**config.mk**
```make
export PLATFORM = sky130hd
export DESIGN_NAME = wb_ccff_loader
export DESIGN_NICKNAME = d
export VERILOG_FILES = /design/src/rtl/ccff_loader_pkg.sv /design/src/rtl/ccff_word_fifo.sv /design/src/rtl/wb_ccff_loader.sv
export SDC_FILE = /design/constraint.sdc
export NUM_CORES = 1
export LEC_CHECK = 0
export BUFFER_PORTS_ARGS = -buffer_cell sky130_fd_sc_hd__buf_2
export CORE_ASPECT_RATIO = 1.1
export CORE_MARGIN = 5
export CORE_UTILIZATION = 60
export DETAILED_ROUTE_END_ITERATION = 10
export MAX_ROUTING_LAYER = met4
export PLACE_DENSITY = 0.76
export RECOVER_POWER = 25
export SKIP_LAST_GASP = 1
export SLEW_MARGIN = 5
export SYNTH_ARGS = -nofsm -noshare
export SYNTH_HDL_FRONTEND = slang
export SYNTH_HIERARCHICAL = 1
export SYNTH_SLANG_ARGS = --single-unit
export TNS_END_PERCENT = 1
```
**constraint.sdc**
```tcl
create_clock -name wb_clk_i -period 7.7 [get_ports wb_clk_i]
set_input_delay 0 -clock wb_clk_i [delete_from_list [all_inputs] [get_ports wb_clk_i]]
set_output_delay 0 -clock wb_clk_i [all_outputs]
set_load 0.05 [all_outputs]
```
**src/rtl/ccff_loader_pkg.sv**
```systemverilog
// Shared constants for the Wishbone configuration-chain loader: register map,
// CTRL/STAT bit positions and FSM state encodings.
package ccff_loader_pkg;

  localparam logic [1:0] ADR_CTRL = 2'd0;
  localparam logic [1:0] ADR_LEN  = 2'd1;
  localparam logic [1:0] ADR_DATA = 2'd2;
  localparam logic [1:0] ADR_STAT = 2'd3;

  localparam int CTRL_START = 0;
  localparam int CTRL_ABORT = 1;
  localparam int CTRL_PRST  = 2;
  localparam int CTRL_CLR   = 3;

  localparam int STAT_OVF   = 31;

  localparam logic [2:0] S_IDLE     = 3'd0;
  localparam logic [2:0] S_LOAD     = 3'd1;
  localparam logic [2:0] S_SHIFT_LO = 3'd2;
  localparam logic [2:0] S_SHIFT_HI = 3'd3;
  localparam logic [2:0] S_FINISH   = 3'd4;

endpackage

```
**src/rtl/ccff_word_fifo.sv**
```systemverilog
// Synchronous 32-bit word FIFO with flush; head word is presented combinationally.
module ccff_word_fifo #(
  parameter int DEPTH = 8,
  parameter int AW    = $clog2(DEPTH)
) (
  input  logic        clk,
  input  logic        rst_n,
  input  logic        flush,
  input  logic        push,
  input  logic [31:0] wdata,
  input  logic        pop,
  output logic [31:0] rdata,
  output logic        full,
  output logic        empty,
  output logic [AW:0] level
);

  logic [DEPTH-1:0][31:0] mem_q, mem_d;
  logic [AW-1:0]          wr_ptr_q, wr_ptr_d, rd_ptr_q, rd_ptr_d;
  logic [AW:0]            level_q, level_d;
  logic                   push_ok, pop_ok;

  always_comb begin
    full     = (level_q == (AW+1)'(DEPTH));
    empty    = (level_q == '0);
    pop_ok   = pop & ~empty;
    // A pop frees the slot being written, so a full FIFO still accepts a push.
    push_ok  = push & (~full | pop_ok);
    mem_d    = mem_q;
    wr_ptr_d = wr_ptr_q;
    rd_ptr_d = rd_ptr_q;
    if (push_ok) begin
      mem_d[wr_ptr_q] = wdata;
      wr_ptr_d        = wr_ptr_q + 1'b1;
    end
    if (pop_ok) rd_ptr_d = rd_ptr_q + 1'b1;
    level_d = level_q + (AW+1)'(push_ok) - (AW+1)'(pop_ok);
    if (flush) begin
      wr_ptr_d = '0;
      rd_ptr_d = '0;
      level_d  = '0;
    end
  end

  assign rdata = mem_q[rd_ptr_q];
  assign level = level_q;

  always_ff @(posedge clk) begin
    if (!rst_n) begin
      wr_ptr_q <= '0;
      rd_ptr_q <= '0;
      level_q  <= '0;
    end else begin
      wr_ptr_q <= wr_ptr_d;
      rd_ptr_q <= rd_ptr_d;
      level_q  <= level_d;
    end
  end

  always_ff @(posedge clk) mem_q <= mem_d;

endmodule

```
**src/rtl/wb_ccff_loader.sv**
```systemverilog
// Wishbone slave that streams FIFO'd words MSB-first into the fabric config chain,
// generating prog_clk as a divided data signal and capturing ccff_tail.
module wb_ccff_loader
  import ccff_loader_pkg::*;
#(
  parameter int FIFO_DEPTH = 8,
  parameter int DIV        = 4,
  parameter int CNT_W      = 20
) (
  input  logic        wb_clk_i,
  input  logic        wb_rst_ni,
  input  logic        wbs_stb_i,
  input  logic        wbs_cyc_i,
  input  logic        wbs_we_i,
  input  logic [3:0]  wbs_sel_i,
  input  logic [31:0] wbs_adr_i,
  input  logic [31:0] wbs_dat_i,
  output logic        wbs_ack_o,
  output logic [31:0] wbs_dat_o,
  output logic        prog_clk_o,
  output logic        prog_reset_o,
  output logic        ccff_head_o,
  input  logic        ccff_tail_i,
  output logic        done_irq_o
);

  localparam int LVL_W = $clog2(FIFO_DEPTH) + 1;
  localparam int DIV_W = (DIV > 1) ? $clog2(DIV) : 1;

  logic              ack_q, ack_d;
  logic [31:0]       dat_q, dat_d;
  logic              req_we_q, req_we_d;
  logic [1:0]        req_adr_q, req_adr_d;
  logic [31:0]       req_dat_q, req_dat_d;
  logic [2:0]        state_q, state_d;
  logic [DIV_W-1:0]  div_q, div_d;
  logic [5:0]        bit_q, bit_d;
  logic [CNT_W-1:0]  rem_q, rem_d, len_q, len_d;
  logic [31:0]       shreg_q, shreg_d, capt_q, capt_d;
  logic              head_q, head_d, pclk_q, pclk_d, prst_q, prst_d;
  logic              done_q, done_d, ovf_q, ovf_d, irq_q, irq_d;

  logic              req, wr, ctrl_wr, start, abort, busy;
  logic              fifo_push, fifo_pop, fifo_full, fifo_empty;
  logic [31:0]       fifo_rdata, rd_val;
  logic [LVL_W-1:0]  fifo_level;
  logic              hi_entry, div_last;
  logic [CNT_W-1:0]  rem_n;
  logic [5:0]        bit_n;
  logic              unused_ok;

  assign unused_ok = ^{wbs_sel_i, wbs_adr_i[31:4], wbs_adr_i[1:0]};

  ccff_word_fifo #(.DEPTH(FIFO_DEPTH)) u_fifo (
    .clk   (wb_clk_i),
    .rst_n (wb_rst_ni),
    .flush (abort),
    .push  (fifo_push),
    .wdata (req_dat_q),
    .pop   (fifo_pop),
    .rdata (fifo_rdata),
    .full  (fifo_full),
    .empty (fifo_empty),
    .level (fifo_level)
  );

  // Request is latched when seen; its side effects land in the ack cycle.
  always_comb begin
    req       = wbs_stb_i & wbs_cyc_i & ~ack_q;
    ack_d     = req;
    req_we_d  = req ? wbs_we_i       : req_we_q;
    req_adr_d = req ? wbs_adr_i[3:2] : req_adr_q;
    req_dat_d = req ? wbs_dat_i      : req_dat_q;
    wr        = ack_q & req_we_q;
    ctrl_wr   = wr && (req_adr_q == ADR_CTRL);
    start     = ctrl_wr & req_dat_q[CTRL_START];
    abort     = ctrl_wr & req_dat_q[CTRL_ABORT];
    busy      = (state_q != S_IDLE);
    fifo_push = wr && (req_adr_q == ADR_DATA);
    fifo_pop  = (state_q == S_LOAD) & ~fifo_empty & ~abort;

    prst_d = ctrl_wr ? req_dat_q[CTRL_PRST] : prst_q;
    len_d  = (wr && (req_adr_q == ADR_LEN) && !busy) ? req_dat_q[CNT_W-1:0] : len_q;
    ovf_d  = ovf_q;
    if (ctrl_wr && req_dat_q[CTRL_CLR]) ovf_d = 1'b0;
    if (fifo_push && fifo_full && !fifo_pop) ovf_d = 1'b1;

    rd_val = '0;
    case (wbs_adr_i[3:2])
      ADR_CTRL: rd_val = {29'd0, prst_q, done_q, busy};
      ADR_LEN:  rd_val = 32'(len_q);
      ADR_DATA: rd_val = capt_q;
      ADR_STAT: rd_val = {ovf_q, 15'd0, 8'(fifo_level), 8'(rem_q)};
      default:  rd_val = '0;
    endcase
    dat_d = (req && !wbs_we_i) ? rd_val : '0;
  end

  always_comb begin
    state_d  = state_q;
    div_d    = div_q;
    bit_d    = bit_q;
    rem_d    = rem_q;
    shreg_d  = shreg_q;
    capt_d   = capt_q;
    head_d   = head_q;
    done_d   = done_q;
    if (ctrl_wr && req_dat_q[CTRL_CLR]) done_d = 1'b0;

    hi_entry = (state_q == S_SHIFT_HI) && (div_q == '0);
    div_last = (div_q == DIV_W'(DIV - 1));
    rem_n    = hi_entry ? rem_q - 1'b1 : rem_q;
    bit_n    = hi_entry ? bit_q + 1'b1 : bit_q;

    case (state_q)
      S_IDLE: if (start) begin
        rem_d   = len_q;
        state_d = (len_q == '0) ? S_FINISH : S_LOAD;
      end
      S_LOAD: if (!fifo_empty) begin
        shreg_d = fifo_rdata;
        head_d  = fifo_rdata[31];
        bit_d   = '0;
        div_d   = '0;
        state_d = S_SHIFT_LO;
      end
      S_SHIFT_LO: begin
        div_d = div_last ? '0 : div_q + 1'b1;
        if (div_last) state_d = S_SHIFT_HI;
      end
      S_SHIFT_HI: begin
        if (hi_entry) begin
          capt_d  = {capt_q[30:0], ccff_tail_i};
          shreg_d = {shreg_q[30:0], 1'b0};
          rem_d   = rem_n;
          bit_d   = bit_n;
        end
        div_d = div_last ? '0 : div_q + 1'b1;
        if (div_last) begin
          if (rem_n == '0)        state_d = S_FINISH;
          else if (bit_n == 6'd32) state_d = S_LOAD;
          else begin
            state_d = S_SHIFT_LO;
            head_d  = shreg_d[31];
          end
        end
      end
      S_FINISH: begin
        done_d  = 1'b1;
        state_d = S_IDLE;
      end
      default: state_d = S_IDLE;
    endcase

    // Abort outranks start and anything the FSM decided this cycle.
    if (abort) begin
      state_d = S_IDLE;
      rem_d   = '0;
      div_d   = '0;
    end

    pclk_d = (state_d == S_SHIFT_HI);
    irq_d  = (state_d == S_FINISH);
  end

  always_ff @(posedge wb_clk_i) begin
    if (!wb_rst_ni) begin
      ack_q     <= 1'b0;
      dat_q     <= '0;
      req_we_q  <= 1'b0;
      req_adr_q <= '0;
      req_dat_q <= '0;
      state_q   <= S_IDLE;
      div_q     <= '0;
      bit_q     <= '0;
      rem_q     <= '0;
      len_q     <= '0;
      shreg_q   <= '0;
      capt_q    <= '0;
      head_q    <= 1'b0;
      pclk_q    <= 1'b0;
      prst_q    <= 1'b1;
      done_q    <= 1'b0;
      ovf_q     <= 1'b0;
      irq_q     <= 1'b0;
    end else begin
      ack_q     <= ack_d;
      dat_q     <= dat_d;
      req_we_q  <= req_we_d;
      req_adr_q <= req_adr_d;
      req_dat_q <= req_dat_d;
      state_q   <= state_d;
      div_q     <= div_d;
      bit_q     <= bit_d;
      rem_q     <= rem_d;
      len_q     <= len_d;
      shreg_q   <= shreg_d;
      capt_q    <= capt_d;
      head_q    <= head_d;
      pclk_q    <= pclk_d;
      prst_q    <= prst_d;
      done_q    <= done_d;
      ovf_q     <= ovf_d;
      irq_q     <= irq_d;
    end
  end

  assign wbs_ack_o    = ack_q;
  assign wbs_dat_o    = dat_q;
  assign prog_clk_o   = pclk_q;
  assign prog_reset_o = prst_q;
  assign ccff_head_o  = head_q;
  assign done_irq_o   = irq_q;

endmodule

```
# [Word-level counts from Yosys, hierarchy flattened]
# Index checks and enable logic that the tools add are counted.
[totals] inputBits=74 out_inout_bits=37 regBits=455
[classes] magnitude_cmp=3 n_eq_ne=20 mux=37 bitwise=15 n_reduce_logical=35 add_sub_neg=7
[ops] cell="$bwmux W256" n=1
[ops] cell="$mux W32" n=4
[ops] cell="$pmux W32 S4" n=1
[ops] cell="$bmux W32 S3" n=1
[ops] cell="$demux W32 S3" n=1
[ops] cell="$pmux W32 S2" n=1
[ops] cell="$mux W20" n=3
[ops] cell="$logic_not A20 Y1" n=2
[ops] cell="$pmux W20 S2" n=1
[ops] cell="$mux W3" n=7
[ops] cell="$sub A20 B1 Y20 const B" n=1
[ops] cell="$mux W6" n=3
[ops] cell="$ne A2 B2 Y1 const B" n=6
[ops] cell="$pmux W3 S4" n=1
[ops] cell="$pmux W6 S2" n=1
[ops] cell="$logic_and A1 B1 Y1" n=10
[ops] cell="$reduce_bool A2 Y1" n=5
[ops] cell="$and A1 B1 Y1" n=9
[ops] cell="$eq A3 B2 Y1 const B" n=3
[ops] cell="$eq A2 B2 Y1 const B" n=4
[ops] cell="$lt A3 B4 Y1 const B" n=2
[ops] cell="$reduce_and A2 Y1" n=4
[ops] cell="$mux W1" n=7
[ops] cell="$add A3 B1 Y3 const B" n=2
[ops] cell="23 further kinds" n=37

# [Longest topological paths before layout]
# Gate-level depths: netlist of the first run.
[depth] ltp_word=10 mapped_depth=16 ltp_nobuf=15

# [By module]
# The synthesis of the first run kept the hierarchy.
[modules_own_cells] module="ccff_word_fifo" cells_per_inst=448 instances=1 seq_area_each_um2=7887.6 area_per_inst_um2=10257.3
[modules_own_cells] module="wb_ccff_loader" cells_per_inst=944 instances=1 seq_area_each_um2=3783.6 area_per_inst_um2=8119.0

# [Least setup slack after synthesis of the first run]
# No wires, ideal clock.
[synth_path] kind="reg2reg" startpoint="register u_fifo.level_q[2], in the netlist u_fifo/level[2]" endpoint="register u_fifo/mem_q[0] (netlist name) (enable)" arrival_ps=5013 period_less_slack_ps=5514 path_stages_with_launch=11 setup_time_ps=501 path_slack_ps=2186 cell_sequence="dfxtp_1 > inv_1 > ha_1 > nor3b_1 > or3_1 > clkbuf_1 > nor2_1 > nand2b_1 > a21boi_1 > inv_2 > nor4_1"
[synth_between] elab_chain_cells=7 elab_cells_between_ends=9 cone_classes="eq/ne (1); bitwise (7); reduce/logical (1)"
[synth_rtl] element="start: declaration" line_no="ccff_word_fifo.sv:20" source="logic [AW:0] level_q, level_d;"
[synth_rtl] element="start signal: assignment" line_no="ccff_word_fifo.sv:56" source="level_q <= level_d;"
[synth_rtl] element="$logic_not A4 Y1" line_no="ccff_word_fifo.sv:25" source="empty = (level_q == '0);"
[synth_rtl] element="via fifo_empty" line_no="wb_ccff_loader.sv:44" source="logic fifo_push, fifo_pop, fifo_full, fifo_empty;"
[synth_rtl] element="$not A1 Y1" line_no="wb_ccff_loader.sv:80" source="fifo_pop = (state_q == S_LOAD) & ~fifo_empty & ~abort;"
[synth_rtl] element="$and A1 B1 Y1 (2 in a row)" line_no="wb_ccff_loader.sv:80"
[synth_rtl] element="via fifo_pop" line_no="wb_ccff_loader.sv:44"
[synth_rtl] element="$and A1 B1 Y1" line_no="ccff_word_fifo.sv:26" source="pop_ok = pop & ~empty;"
[synth_rtl] element="$or A1 B1 Y1" line_no="ccff_word_fifo.sv:28" source="push_ok = push & (~full | pop_ok);"
[synth_rtl] element="$and A1 B1 Y1" line_no="ccff_word_fifo.sv:28"
[synth_rtl] element="end signal: assignment" line_no="ccff_word_fifo.sv:60" source="always_ff @(posedge clk) mem_q <= mem_d;"
[synth_rtl] element="end: declaration" line_no="ccff_word_fifo.sv:18" source="logic [DEPTH-1:0][31:0] mem_q, mem_d;"
# The timed path passes the listed nets, and every way through them passes these cells.
# A chain may end at the register's enable or synchronous reset.

# [Final worst setup path of the first run]
[layout_path] startpoint="register u_fifo.level_q[2], in the netlist u_fifo/level[2]" endpoint="register u_fifo.level_q[2], in the netlist u_fifo/level[2]"
[layout_between] elab_chain_cells=9 elab_cells_between_ends=11 cone_classes="add/sub (2); eq/ne (1); bitwise (7); reduce/logical (1)"
[layout_rtl] element="$logic_not A4 Y1 (*)" line_no="ccff_word_fifo.sv:25"
[layout_rtl] element="via fifo_empty" line_no="wb_ccff_loader.sv:44"
[layout_rtl] element="$not A1 Y1 (*)" line_no="wb_ccff_loader.sv:80"
[layout_rtl] element="$and A1 B1 Y1 (*) (2 in a row)" line_no="wb_ccff_loader.sv:80"
[layout_rtl] element="via fifo_pop" line_no="wb_ccff_loader.sv:44"
[layout_rtl] element="$and A1 B1 Y1 (*)" line_no="ccff_word_fifo.sv:26"
[layout_rtl] element="$or A1 B1 Y1" line_no="ccff_word_fifo.sv:28"
[layout_rtl] element="$and A1 B1 Y1" line_no="ccff_word_fifo.sv:28"
[layout_rtl] element="$add A4 B1 Y4" line_no="ccff_word_fifo.sv:37" source="level_d = level_q + (AW+1)'(push_ok) - (AW+1)'(pop_ok);"
[layout_rtl] element="$sub A4 B1 Y4 (*)" line_no="ccff_word_fifo.sv:37"
# Mark *: on every way through the listed nets, which the timed path passes. The rest lies on a longest branch.

==> results of run 1 <==
## placed cells by master (no fill, tap or decap), drive strengths merged, types with 4 or more instances in the layout
master       count
nor3b            4
mux2            42
ha              12
or3              6
a22oi           59
nand2b          14
nand2          206
a21boi         102
a21oi           38
dfxtp          199
o211ai           4
xnor2            6
a31oi            4
clkbuf          59
and2            16
o21ai           30
buf             99
clkinv          14
nand3            7
nand4            6
or4              5
or2              4
nor3            19
dlygate4sd3     52
edfxtp         256
nor4            13
nor2b           32
mux4            67
mux2i           26
o31ai            4
nor2            60
nand3b           4
a21o             4
inv             16
bufinv           7
## per-layer routing
metal | part of all wire (%) | vias up
met5 | 0 | -
met4 | 3.9 | 0
met3 | 5.1 | 102
met2 | 51 | 390
met1 | 40 | 5830
li1 | - | 5372
## logic make-up after synthesis
kind of cell,count (synthesis),synth area share [%]
compound gates,264,9.95
xor+xnor,7,0.334
fa+ha+maj,13,0.926
buf+inv,109,2.55
flops,455,63.5
mux,135,12.3
simple gates,409,10.5
## power by group
group	internal, uW	switching, uW
logic	43.5	44.8
registers	2570	22.6
clock network	1380	883
total	3990	951
## worst register-to-register path, cell delays in order, from the launching register on
cell	delay [ns]
dfxtp_1	0.33
inv_1	0.07
ha_1	0.24
nor3b_1	0.15
buf_4	0.17
or3_1	0.48
nor2_1	0.24
nand2b_1	0.12
a21boi_1	0.35
inv_2	0.15
ha_1	0.31
inv_1	0.06
ha_1	0.15
inv_1	0.06
fa_1	0.37
xor2_1	0.14
nor2_1	0.06
## timing repair
action	4_1_cts	5_1_grt
endpoints found under the setup margin	0	0
hold buffers	52	0
endpoints found under the hold margin	59	0
## cell usage after synthesis (all sizes together), types with 17 or more instances
master,n
edfxtp,256
nor3,19
mux2,42
nand2,206
mux4,67
dfxtp,199
buf,17
clkbuf,76
o21ai,30
a21oi,38
mux2i,26
a22oi,59
a21boi,102
nor2,60
nor2b,32
## registers in the layout, summed over array words and instances (netlist names), 2 cells and up
signal	cells
req_dat_q	32
state_q	3
u_fifo/mem_q	256
req_adr_q	2
capt_q	32
len_q	20
div_q	2
rem_q	20
wbs_dat_o	32
u_fifo/level	4
shreg_q	32
u_fifo/rd_ptr_q	3
u_fifo/wr_ptr_q	3
bit_q	6
## worst min path at each step
stage	depth (start not counted)	startpoint	slack (ns)	endpoint
5_1_grt	4	wbs_dat_i[13]	0.26	req_dat_q[13]
4_1_cts	6	wbs_cyc_i	0.20	req_dat_q[11]
3_5_place_dp	3	wbs_dat_i[29]	0.25	req_dat_q[29]
2_1_floorplan	2	ccff_tail_i	0.13	capt_q[0]
3_3_place_gp	3	wbs_dat_i[24]	0.24	req_dat_q[24]
6_report	6	wbs_cyc_i	0.23	req_dat_q[11]
## metrics by stage
stage / utilization, % / worst slack, ns / cells / instance area [um2]
6_report: 69.8 / 4.13 / 1945 / 21200
4_1_cts: 69.8 / 4.12 / 1945 / 21200
2_1_floorplan: - / 2.19 / 1392 / 18400
3_5_place_dp: 63.0 / 4.14 / 1812 / 19100
5_1_grt: 69.8 / 3.74 / 1945 / 21200
3_3_place_gp: 63.0 / 4.17 / 1812 / 19100
## area by class of cell
cell class / instances / area (um2)
Timing Repair Buffer: 151 / 1080
Tap cell: 414 / 518
Multi-Input combinational cell: 828 / 6320
Inverter: 16 / 60.1
Fill cell: 2044 / 9150
Clock inverter: 22 / 297
Sequential cell: 455 / 11700
Clock buffer: 59 / 1250
==> run_results.csv, run 1 <==
group,metric,value,unit
route,route.detailed.drc,0,
synthesis,synth_edf_count,256,
clock_tree,cts_tree,"done",
setup_path,crit_fanout,10,
clock_tree,root_buffer,"clkbuf_16",
die,initial_utilization,60.6,%
route,first_pass_iters,6,
setup_path,end_kind,"flop",
setup_path,worstSetupPathType,"flop to flop",
sta,post-route-period-util,46.4,%
global_route,met2_usage,41.9,%
global_route,grt_max_degree,103,
finish,area.growth.synth_to_final,15.3,%
route,first_iter_violations,988,
run_status,outcome,"finished, final reports clean",
synthesis,synth-async-reset-ratio,0,%
setup_path,endpoint,"u_fifo/level[2]",
setup_path,cp_cell_sequence,"inv_1 > ha_1 > nor3b_1 > buf_4 > or3_1 > nor2_1 > nand2b_1 > a21boi_1 > inv_2 > ha_1 > inv_1 > ha_1 > inv_1 > fa_1 > xor2_1 > nor2_1",
power_and_ir_drop,power,4940,uW
global_route,track_usage,24.9,%
die,die_area,34200,um2
die,die_h,194,um
finish,diodes,0,
sta,setup_viol,0,
placement,place_hpwl,23000,um
global_route,overflow,0,
sta,max_freq,280,MHz
route,wl,41200,um
sta,hold_ws,0.235,ns
placement,port_buffers,76,
placement,place_congestion,0.873,
sta,rsz0062_at_grt,"no",
power_and_ir_drop,ir_drop,0.182,mV
setup_path,slowest_stage,"or3_1",
sta,slew_viol_final,0,
global_route,grt_use_met1,31.2,%
global_route,grt_pass1_vias,11900,
setup_path,cp-start-kind,"flop",
setup_path,cp_slowest_stage_delay,0.48,ns
synthesis,synthDistinctLibCells,64,
setup_path,r2r_start,"u_fifo/level[2]",
route,vias,11700,
synthesis,yosys.area.top_type,"edfxtp_1",
synthesis,syn_area,18400,um2
setup_path,critPathLaunch,"u_fifo/level[2]",
setup_path,ff2ff_path_depth,16,
sta,hold_viol_final,0,
clock_tree,clockBufferDepth,3,
clock_tree,cts_resized,0,
sta,final.min_clock_period,3.57,ns
setup_path,path_buf_inv,5,
synthesis,synth_top_area_share,41.8,%
clock_tree,cts.clk_slew.worst_paths,0.06,ns
die,rows,67,
synthesis,syn_nets,1479,
clock_tree,clk_latency,0.54,ns
route,drt-wirelength-per-cell,21.2,um
clock_tree,cts_max_level,2,
synthesis,synth_seq_cells,455,
power_and_ir_drop,p_leak,0.00715,uW
route,final_antenna_net_count,0,
clock_tree,post-cts-setup-buffers,0,
setup_path,crit_family,"adder cells",
die,die_width,177,um
global_route,grt_pass1_wl,65400,um
setup_path,required,8.11,ns
setup_path,critPathArrivalTime,3.98,ns
synthesis,avgSynthCellArea,13.2,um2
synthesis,yosysWarnings,6,
global_route,gr-usage-met3,3.01,%
die,coreArea,30300,um2
clock_tree,cts_made_buffers,44,
sta,worst_slew_pin_slew,1.13,ns
die,ios,111,
synthesis,synth_area_leaders,"edfxtp_1 42%, dfxtp_1 22%, mux4_2 7.8%",
synthesis,synthFlopType,"edfxtp_1",
job,drv_cap,0,
setup_path,r2r-end,"u_fifo/level[2]",
worst_hold_path,hp-class,"primary input to flop",
synthesis,syn_inst,1392,
setup_path,r2r_slack,4.13,ns
synthesis,yosysSeqAreaShare,63.5,%
finish,num-nets-final,1583,
route,vias_per_cell,6.01,
global_route,antenna_found_initial,0,
sta,clock_skew,0.0178,ns
finish,drive_gt1_share,19.0,%
sta,slew_headroom,24.6,%
power_and_ir_drop,power.density,233,nW/um2
clock_tree,cts.sinks,455,
sta,tns,0,ns
setup_path,path_depth,16,
global_route,busiest_layer,"met2",
No activity file was read; power rests on OpenSTA's default activity.
==> inputs of run 2 (changes only) <==
--- a/config.mk
+++ b/config.mk
@@ -8,10 +8,10 @@
 export BUFFER_PORTS_ARGS = -buffer_cell sky130_fd_sc_hd__buf_2
 export CORE_ASPECT_RATIO = 1.1
 export CORE_MARGIN = 5
-export CORE_UTILIZATION = 60
+export CORE_UTILIZATION = 55
 export DETAILED_ROUTE_END_ITERATION = 10
 export MAX_ROUTING_LAYER = met4
-export PLACE_DENSITY = 0.76
+export PLACE_DENSITY = 0.73
 export RECOVER_POWER = 25
 export SKIP_LAST_GASP = 1
 export SLEW_MARGIN = 5
==> constraint.sdc (replaced) <==
create_clock -name wb_clk_i -period 3.2 [get_ports wb_clk_i]
set_input_delay 0 -clock wb_clk_i [delete_from_list [all_inputs] [get_ports wb_clk_i]]
set_output_delay 0 -clock wb_clk_i [all_outputs]
set_load 0.05 [all_outputs]
==> run 2 against run 1 <==
  * Count of clock-buffer cells in the layout unchanged
  * Non-clock buffer count increased by 4
  * Fmax increased by 22%
  * Critical endpoint unchanged
  * Register-to-register slack got worse by 3.8 ns
  * Hold slack improved by 0.010 ns
  * Final cell count increased by 0.93%
  * Setup slack got worse by 3.8 ns
==> run_results.csv, run 2 (same netlist as run 1, synthesis figures left out) <==
group,metric,value,unit
route,route.detailed.drc,0,
die,ios,111,
power_and_ir_drop,p_int,9040,uW
sta,slew_headroom,28.6,%
clock_tree,cts_made_buffers,42,
sta,final.min_clock_period,2.92,ns
global_route,overflow,0,
setup_path,crit_fanout,4,
finish,largest_register,"u_fifo/mem_q",
setup_path,worstSetupPathType,"flop to flop",
placement,post_dp_cell_area,19500,um2
finish,seqCellArea,11700,um2
setup_path,slowest_stage,"or3_1",
route,routed.top_layer,"met4",
run_status,outcome,"finished, final reports clean",
finish,design_area,21200,um2
finish,diodes,0,
setup_path,critPathArrivalTime,3.39,ns
route,final_antenna_net_count,0,
placement,place_hpwl,24400,um
finish,area.growth.synth_to_final,15.5,%
route,wl_met3,1810,um
sta,worst_slew_pin_slew,1.07,ns
finish,fillers,2397,
power_and_ir_drop,power_switching,2240,uW
job,drv_cap,0,
sta,post-route-period-util,91.2,%
route,first_iter_violations,929,
die,rows,70,
finish,num-nets-final,1585,
power_and_ir_drop,ir_drop,0.471,mV
setup_path,endpoint,"u_fifo/level[2]",
route,wl_met2,21500,um
global_route,antenna_found_initial,0,
die,die_h,202,um
sta,hold_ws,0.245,ns
power_and_ir_drop,power_frac_clock,42.9,%
clock_tree,cts_tree,"done",
global_route,track_usage,22.6,%
setup_path,critPathLaunch,"u_fifo/level[2]",
setup_path,r2r-end,"u_fifo/level[2]",
clock_tree,cts.sinks,455,
setup_path,end_kind,"flop",
setup_path,cp_slowest_stage_delay,0.38,ns
clock_tree,clockBufferDepth,3,
die,initial_utilization,55.5,%
sta,setup_viol,0,
power_and_ir_drop,p_leak,0.00707,uW
route,drt-wirelength-per-cell,20.8,um
power_and_ir_drop,share_seq_of_total_power,55.3,%
finish,largest_reg_flops,256,
setup_path,cp_cell_sequence,"inv_2 > ha_4 > nor3b_4 > or3_1 > nor2_4 > nand2b_1 > a21boi_2 > inv_2 > ha_1 > inv_1 > ha_1 > inv_1 > fa_1 > xor2_1 > nor2_1",
die,coreArea,33100,um2
setup_path,r2r_slack,0.28,ns
sta,slew_viol_final,0,
clock_tree,cts.clk_slew.worst_paths,0.06,ns
sta,clock_skew,0.0201,ns
placement,port_buffers,76,
setup_path,required,3.67,ns
finish,final_cell_mix,"256 x edfxtp_1, 206 x nand2_1, 195 x dfxtp_1",
power_and_ir_drop,power_frac_comb,1.8,%
finish,multiInputGateArea,6390,um2
global_route,grt_pass1_wl,64800,um
setup_path,cp-start-kind,"flop",
clock_tree,cts_resized,0,
die,die_area,37200,um2
sta,hold_viol_final,0,
clock_tree,cts_max_level,2,
route,first_pass_iters,5,
route,wl,40800,um
power_and_ir_drop,p_sw_share,19.8,%
placement,place_congestion,0.896,
clock_tree,clk_latency,0.54,ns
power_and_ir_drop,power.density,531,nW/um2
setup_path,ff2ff_path_depth,15,
global_route,grt_max_degree,75,
sta,rsz0062_at_grt,"no",
die,die_width,184,um
sta,max_freq,343,MHz
clock_tree,root_buffer,"clkbuf_16",
setup_path,r2r_start,"u_fifo/level[2]",
worst_hold_path,hp-class,"primary input to flop",
global_route,grt_pass1_vias,11600,
finish,drive_gt1_share,20.1,%
finish,mostFrequentLayoutCell,"edfxtp_1",
worst_hold_path,min_from,"ccff_tail_i",
route,vias,11500,
route,met1Wirelength,16400,um
route,vias_per_cell,5.88,
-- run 2: timing repair --
action / CTS / global route
setup buffers: 0 / 0
hold endpoints to repair: 45 / 0
hold buffers: 39 / 0
-- run 2: metal layers --
metal,track usage [%],vias to the layer above
met2,39.2,326
met4,6.23,0
met5,-,-
met3,2.64,73
met1,28.2,5780
li1,-,5370
-- run 2: area by class of cell --
cell class                      instances  share of cell area, %
Clock buffer                           59                   5.59
Multi-Input combinational cell        828                   30.1
Sequential cell                       455                   55.0
Inverter                               16                  0.283
Timing Repair Buffer                  155                   5.75
Clock inverter                         18                  0.725
Tap cell                              432                   2.55
-- run 2: through the flow --
| step | TNS, ns | utilization (%) | power [uW] | worst slack (ns) | instances |
|---|---|---|---|---|---|
| global placement | 0 | 58.9 | 6520 | 0.376 | 1847 |
| finish | 0 | 64.1 | 11300 | 0.281 | 1963 |
| floorplan | -19.25 | - | 6440 | -0.173 | 1392 |
| CTS | 0 | 64.1 | 11400 | 0.282 | 1963 |
| global route | 0 | 64.1 | 11600 | 0.129 | 1963 |
| detailed placement | 0 | 58.9 | 6520 | 0.299 | 1847 |
-- run 2: worst max-delay path: cells and delay by family, from the launching register on --
kind                     cells  cell delay, ns
AO/OA/AOI/OAI                1            0.25
XOR/XNOR                     1            0.15
adder cells (fa/ha/maj)      4            0.98
buffers and inverters        4            0.25
flip-flops                   1            0.33
AND/OR/NAND/NOR              5            0.88
-- run 2: power by group through the flow --
stage,clock (uW),combinational (uW),sequential (uW)
after global placement,0,163,6350
after CTS,4920,203,6230
after detailed placement,0,165,6360
after floorplan,0,99.8,6340
final,4840,206,6230
after global routing,5150,223,6230
-- run 2: worst min-delay path by stage --
| stage | end | slack [ns] | depth (start not counted) |
|---|---|---|---|
| floorplan | capt_q[0] | 0.13 | 2 |
| global placement | req_dat_q[28] | 0.24 | 3 |
| detailed placement | req_dat_q[11] | 0.25 | 3 |
| CTS | capt_q[0] | 0.22 | 4 |
| global route | req_dat_q[18] | 0.27 | 4 |
| finish | capt_q[0] | 0.25 | 4 |
